## config.mk

```make
export PLATFORM = sky130hd
export DESIGN_NAME = exc_commit_ctrl
export DESIGN_NICKNAME = d
export VERILOG_FILES = /design/src/rtl/exc_commit_ctrl.sv
export SDC_FILE = /design/constraint.sdc
export NUM_CORES = 1
export LEC_CHECK = 0
export BUFFER_PORTS_ARGS = -buffer_cell sky130_fd_sc_hd__buf_2
export CORE_AREA = 2 2 99 101
export CTS_BUF_LIST = sky130_fd_sc_hd__clkbuf_4
export CTS_CLUSTER_SIZE = 40
export DETAILED_ROUTE_END_ITERATION = 10
export DIE_AREA = 0 0 101 103
export GPL_TIMING_DRIVEN = 0
export HOLD_SLACK_MARGIN = 0.1
export PLACE_DENSITY = 0.69
export SYNTH_ARGS = -nofsm -noshare
export SYNTH_HDL_FRONTEND = slang
export SYNTH_SLANG_ARGS = --single-unit
```

## constraint.sdc

```tcl
create_clock -name clk -period 6.6 [get_ports clk]
set_clock_uncertainty 0.2 [all_clocks]
set_input_delay 1.32 -clock clk [delete_from_list [all_inputs] [get_ports clk]]
set_output_delay 1.32 -clock clk [all_outputs]
set_load 0.03 [all_outputs]
```

## src/rtl/exc_commit_ctrl.sv

```systemverilog
// Writeback-stage exception/ertn commit controller feeding the CSR file and the fetch redirect.
// Optional macro EXC_COMMIT_STATS_EN adds the exc_count/int_count statistics outputs.
module exc_commit_ctrl #(
  parameter int FLUSH_CYCLES = 2,
  parameter int XLEN         = 32
) (
  input  logic            clk,
  input  logic            reset,
  input  logic            wb_valid,
  input  logic [XLEN-1:0] wb_pc,
  input  logic [4:0]      wb_exc,
  input  logic [XLEN-1:0] wb_badaddr,
  input  logic            wb_ertn,
  input  logic            csr_need_interrupt,
  input  logic [XLEN-1:0] csr_eentry,
  input  logic [XLEN-1:0] csr_era,
  output logic            is_exc,
  output logic            is_ret,
  output logic            addr_exc,
  output logic [5:0]      ecode,
  output logic [8:0]      esubcode,
  output logic [XLEN-1:0] pc_to_era,
  output logic [XLEN-1:0] pc_to_badv,
  output logic            commit_ok,
  output logic            flush,
  output logic            redirect_valid,
  output logic [XLEN-1:0] redirect_pc,
  output logic            busy
`ifdef EXC_COMMIT_STATS_EN
  ,
  output logic [31:0]     exc_count,
  output logic [31:0]     int_count
`endif
);

  typedef enum logic {IDLE, FLUSH} state_t;

  localparam logic [3:0] LP_FLUSH = 4'(FLUSH_CYCLES);

  state_t            r_state;
  logic [3:0]        r_cnt;
  logic              r_int_q;
  logic              r_redirect_valid;
  logic [XLEN-1:0]   r_redirect_pc;

  logic              w_idle;
  logic              w_take;
  logic              w_ret;
  logic              w_trig;
  logic              w_addr_exc;
  logic [5:0]        w_ecode;
  logic [XLEN-1:0]   w_badv;

  // Strobes are gated by reset so nothing reaches the CSR file during reset.
  assign w_idle = ~reset & (r_state == IDLE);
  assign w_take = w_idle & wb_valid & (r_int_q | (|wb_exc));
  assign w_ret  = w_idle & wb_valid & wb_ertn & ~w_take;
  assign w_trig = w_take | w_ret;

  // Cause priority: INT > ADEF > INE > SYS > BRK > ALE.
  always_comb begin
    w_ecode    = 6'h00;
    w_addr_exc = 1'b0;
    w_badv     = '0;
    if (w_take && !r_int_q) begin
      if (wb_exc[4]) begin
        w_ecode    = 6'h08;
        w_addr_exc = 1'b1;
        w_badv     = wb_pc;
      end else if (wb_exc[3]) begin
        w_ecode = 6'h0D;
      end else if (wb_exc[2]) begin
        w_ecode = 6'h0B;
      end else if (wb_exc[1]) begin
        w_ecode = 6'h0C;
      end else if (wb_exc[0]) begin
        w_ecode    = 6'h09;
        w_addr_exc = 1'b1;
        w_badv     = wb_badaddr;
      end
    end
  end

  assign is_exc         = w_take;
  assign is_ret         = w_ret;
  assign addr_exc       = w_addr_exc;
  assign ecode          = w_ecode;
  assign esubcode       = 9'd0;
  assign pc_to_era      = w_take ? wb_pc : '0;
  assign pc_to_badv     = w_badv;
  assign commit_ok      = w_idle & wb_valid & ~w_take;
  assign flush          = w_trig | (r_state == FLUSH);
  assign redirect_valid = r_redirect_valid;
  assign redirect_pc    = r_redirect_pc;
  assign busy           = (r_state != IDLE);

  // Target is sampled in the trigger cycle, before the CSR file updates ERA/EENTRY.
  always_ff @(posedge clk) begin
    if (reset) begin
      r_state          <= IDLE;
      r_cnt            <= 4'd0;
      r_int_q          <= 1'b0;
      r_redirect_valid <= 1'b0;
      r_redirect_pc    <= '0;
    end else begin
      r_int_q          <= csr_need_interrupt;
      r_redirect_valid <= w_trig;
      if (w_trig) begin
        r_redirect_pc <= w_take ? csr_eentry : csr_era;
      end
      case (r_state)
        IDLE: begin
          if (w_trig) begin
            r_cnt   <= LP_FLUSH;
            r_state <= FLUSH;
          end
        end
        FLUSH: begin
          if (r_cnt <= 4'd1) begin
            r_cnt   <= 4'd0;
            r_state <= IDLE;
          end else begin
            r_cnt <= r_cnt - 4'd1;
          end
        end
        default: r_state <= IDLE;
      endcase
    end
  end

`ifdef EXC_COMMIT_STATS_EN
  logic [31:0] r_exc_count;
  logic [31:0] r_int_count;

  always_ff @(posedge clk) begin
    if (reset) begin
      r_exc_count <= 32'd0;
      r_int_count <= 32'd0;
    end else begin
      if (w_take) r_exc_count <= r_exc_count + 32'd1;
      if (w_take && r_int_q) r_int_count <= r_int_count + 32'd1;
    end
  end

  assign exc_count = r_exc_count;
  assign int_count = r_int_count;
`endif

endmodule

```

==> Implementation_results.wiki <==
{| class="wikitable"
! Metric !! Value
|-
| Setup TNS || 0 ns
|-
| Maximum net fanout on the critical path || 10
|-
| Final hold violations || 0
|-
| Result of the run || completed
|-
| Post-CTS clock slew at the launch and capture registers of the worst setup and hold paths || 0.13 ns
|-
| Critical Path End || pc_to_badv[3]
|-
| Required time worst endpoint || 5.08 ns
|-
| Number of global-route vias before repair || 4,019
|-
| Standard cell with the maximum stage delay on the critical path || nor3b_2
|-
| Clock sinks || 39
|-
| Sequential area share after synthesis || 24.5%
|-
| Number of nets with antenna violations after routing || 0
|-
| Synth Cell Area || 3190 um2
|-
| Per-instance average area after synthesis || 7.31 um2
|-
| WP buf/inv || 4
|-
| Die width || 101 um
|-
| Worst Hold Class || flop to flop
|-
| Die area || 10,400 um2
|-
| Worst endpoint data arrival time || 3.56 ns
|-
| Setup violation total in the final timing report || 0
|-
| Average wire length per cell after detail routing || 16.7 um
|-
| Number of input and output port buffers inserted || 244
|-
| Gpl congestion || 0.922
|-
| All-Layer GR Usage || 24.4%
|-
| Reg-to-reg setup timing slack || 4.24 ns
|-
| Unique cell type count in the Yosys netlist || 41
|-
| Top metal layer carrying routed signals || met4
|-
| Routed via count || 4,224
|-
| Xor and xnor fraction of the mapped netlist area || 0%
|-
| Post-synthesis cell count || 436
|-
| Capture instance of the worst register-to-register path || redirect_pc[12]
|-
| Worst-skew pair later-pin latency || 0.34 ns
|-
| Buffer type at the clock tree root || clkbuf_4
|-
| Ratio of routed vias to standard cells || 5.20
|-
| Critical Path Stages || 7
|-
| Gate family responsible for the most delay along the worst path || buffers and inverters
|-
| Num rows || 36
|-
| Initial antenna violation count || 0
|-
| Share of synthesized cell area in and, or, nand and nor gates || 41.2%
|-
| Hold bufs inserted after CTS || 0
|-
| Start of the worst register-to-register path || busy
|-
| Worst IR Drop VDD || 91.2 uV
|-
| Die span in y || 103 um
|-
| Unrepaired setup endpoints after global routing || no
|-
| Length of routed met2 wiring || 6900 um
|-
| Slew Viols, Final || 0
|-
| Element type at the critical path end || output port
|-
| Post-layout total power || 794 uW
|-
| Ant. Diodes || 0
|-
| Cts bufs inserted || 5
|-
| Placeable core region || 9460 um2
|-
| Number of post-CTS setup repair buffers || 0
|-
| Ordered cell list for the critical path || buf_2 -> clkbuf_1 -> nor3b_2 -> o211ai_2 -> clkbuf_1 -> a21oi_1 -> buf_2
|-
| Starting utilization of the core area || 33.7%
|-
| FF+latch count, synth || 39
|-
| Layout cells sized above 1 || 42.7%
|-
| Global-route wire length before repair || 20,200 um
|-
| Max-cap violations || 0
|-
| Number of instances resized during post-cts repair || 0
|-
| CP Class || input port to output port
|-
| Fmax achieved || 197 MHz
|-
| CP max stage delay || 0.67 ns
|-
| Clock tree from TritonCTS || done
|-
| Transition time at the pin with the least slew margin || 0.694 ns
|-
| Multiplexer share of the synthesized area || 0.942%
|-
| Sum of routed wire length over all layers || 13,600 um
|-
| Number of levels in the clock H-tree || 2
|-
| Routed length on met3 || 1200 um
|-
| Combinational family with the most area after synthesis || simple AND/OR/NAND/NOR gates
|-
| Initial DRT Pass Iterations || 4
|-
| Number of buffers on the longest clock path || 2
|-
| Global route overflow || 0
|-
| Number of design rule violations left after detail routing || 0
|-
| WL met1 || 5280 um
|-
| Iteration-0 DRC Markers || 134
|-
| Period utilization || 76.9%
|-
| Final min period || 5.08 ns
|-
| Io pins || 256
|-
| Power per Cell Area || 169 nW/um2
|-
| Area growth, synth to finish || 47.2%
|-
| Worst setup path start || reset
|-
| Total number of yosys warnings || 0
|-
| Complex-gate fraction of the synthesized area || 21.8%
|-
| Total number of nets in the final design || 837
|-
| Post-synthesis adder-cell area fraction || 0.785%
|-
| Hpwl dp || 10,900 um
|-
| Depth of the worst register-to-register path || 5
|-
| Worst Setup Start Kind || input port
|-
| Leak pwr || 0.00234 uW
|-
| Maximum number of pins on one net before global-route repair || 13
|-
| Relative slew margins || 53.5%
|}
-- power breakdown --
group	internal (uW)	switching, uW
registers	261	13.8
logic	111	201
clock network	122	85.9
-- layout make-up --
class,count,area [um2]
flip-flops and latches,39,781
clock inverters,2,60.1
repair buffers,244,1220
inverters,10,37.5
plain buffers,60,303
multi-input cells,337,2110
fillers,994,4760
well taps,114,143
clock buffers,6,45.0
-- state kept, by name, indices dropped and copies added (netlist names) --
| name | count |
|---|---|
| redirect_pc | 32 |
| r_cnt | 4 |
| busy | 1 |
| r_int_q | 1 |
| redirect_valid | 1 |
-- tightest hold or removal path: stages (launching register included) --
cell	delay, ns
dfxtp_1	0.33
nand2_1	0.06
a221oi_2	0.05
-- layout by cell type, fill, tap and decap left out, types with 13 or more instances in the layout --
master and n:
nor4_1 31, a221oi_2 20, a221oi_1 13, buf_2 249
nor2_1 38, nand2_1 63, clkbuf_1 40, nand3b_1 32
a21oi_1 34, nand2b_1 30, and3_1 32, dfxtp_1 39
-- Yosys cell counts --
library cell | number | area [um2]
o32a_1 | 1 | 10.0
o22ai_1 | 1 | 6.26
or2_1 | 1 | 6.26
and3_1 | 32 | 200
o221ai_1 | 1 | 8.76
nor4b_2 | 1 | 15.0
o31ai_1 | 1 | 7.51
buf_4 | 11 | 82.6
a31oi_1 | 1 | 6.26
or3_1 | 2 | 12.5
conb_1 | 1 | 3.75
a311oi_1 | 1 | 8.76
nor2_1 | 38 | 143
nand4b_1 | 1 | 8.76
clkbuf_1 | 40 | 150
inv_1 | 10 | 37.5
o31ai_2 | 1 | 12.5
a221oi_1 | 13 | 114
buf_6 | 4 | 45.0
nor3b_2 | 1 | 12.5
nand3b_1 | 32 | 240
a221oi_2 | 20 | 300
o21ai_0 | 3 | 15.0
buf_2 | 5 | 25.0
nand2b_1 | 30 | 188
a211oi_1 | 1 | 7.51
ha_1 | 2 | 25.0
nor3_1 | 2 | 10.0
o211ai_2 | 1 | 12.5
or4_1 | 1 | 7.51
nand2_1 | 63 | 236
and2_1 | 1 | 6.26
o31a_1 | 1 | 8.76
or3b_2 | 1 | 8.76
a21oi_1 | 34 | 170
mux2i_1 | 3 | 30.0
dfxtp_1 | 39 | 781
nor4_1 | 31 | 194
nor2b_1 | 2 | 12.5
and4bb_2 | 1 | 12.5
o21bai_1 | 1 | 7.51
-- per-stage QoR --
step / hold slack (ns) / utilization, % / setup slack, ns / cell area (um2) / cells
4_1_cts: 0.276 / 49.6 / 1.45 / 4700 / 812
3_3_place_gp: 0.252 / 48.5 / 1.48 / 4590 / 804
3_5_place_dp: 0.258 / 48.5 / 1.46 / 4590 / 804
6_report: 0.274 / 49.6 / 1.52 / 4700 / 812
5_1_grt: 0.292 / 49.6 / 1.33 / 4700 / 812
2_1_floorplan: 0.283 / - / 1.98 / 3230 / 446
-- layer usage --
metal | vias up | global-route usage, %
met5 | - | 0
met4 | 0 | 5.93
met3 | 16 | 5.63
met2 | 197 | 46.3
met1 | 1941 | 27.6
li1 | 2070 | -
-- cells by family after synthesis --
| logic type | count (synthesis) |
|---|---|
| mux | 3 |
| simple gates | 240 |
| fa+ha+maj | 2 |
| other cells | 1 |
| flops | 39 |
| buf+inv | 70 |
| compound gates | 81 |
-- worst min-delay path by stage --
stage | from | end | slack, ns | depth (start not counted)
3_3_place_gp | redirect_pc[30] | redirect_pc[30] | 0.25 | 2
3_5_place_dp | redirect_pc[23] | redirect_pc[23] | 0.26 | 2
6_report | redirect_pc[27] | redirect_pc[27] | 0.27 | 2
5_1_grt | redirect_pc[23] | redirect_pc[23] | 0.29 | 2
4_1_cts | redirect_pc[23] | redirect_pc[23] | 0.28 | 2
2_1_floorplan | r_cnt[3] | r_cnt[3] | 0.28 | 2
No activity file was read; power rests on OpenSTA's default activity.
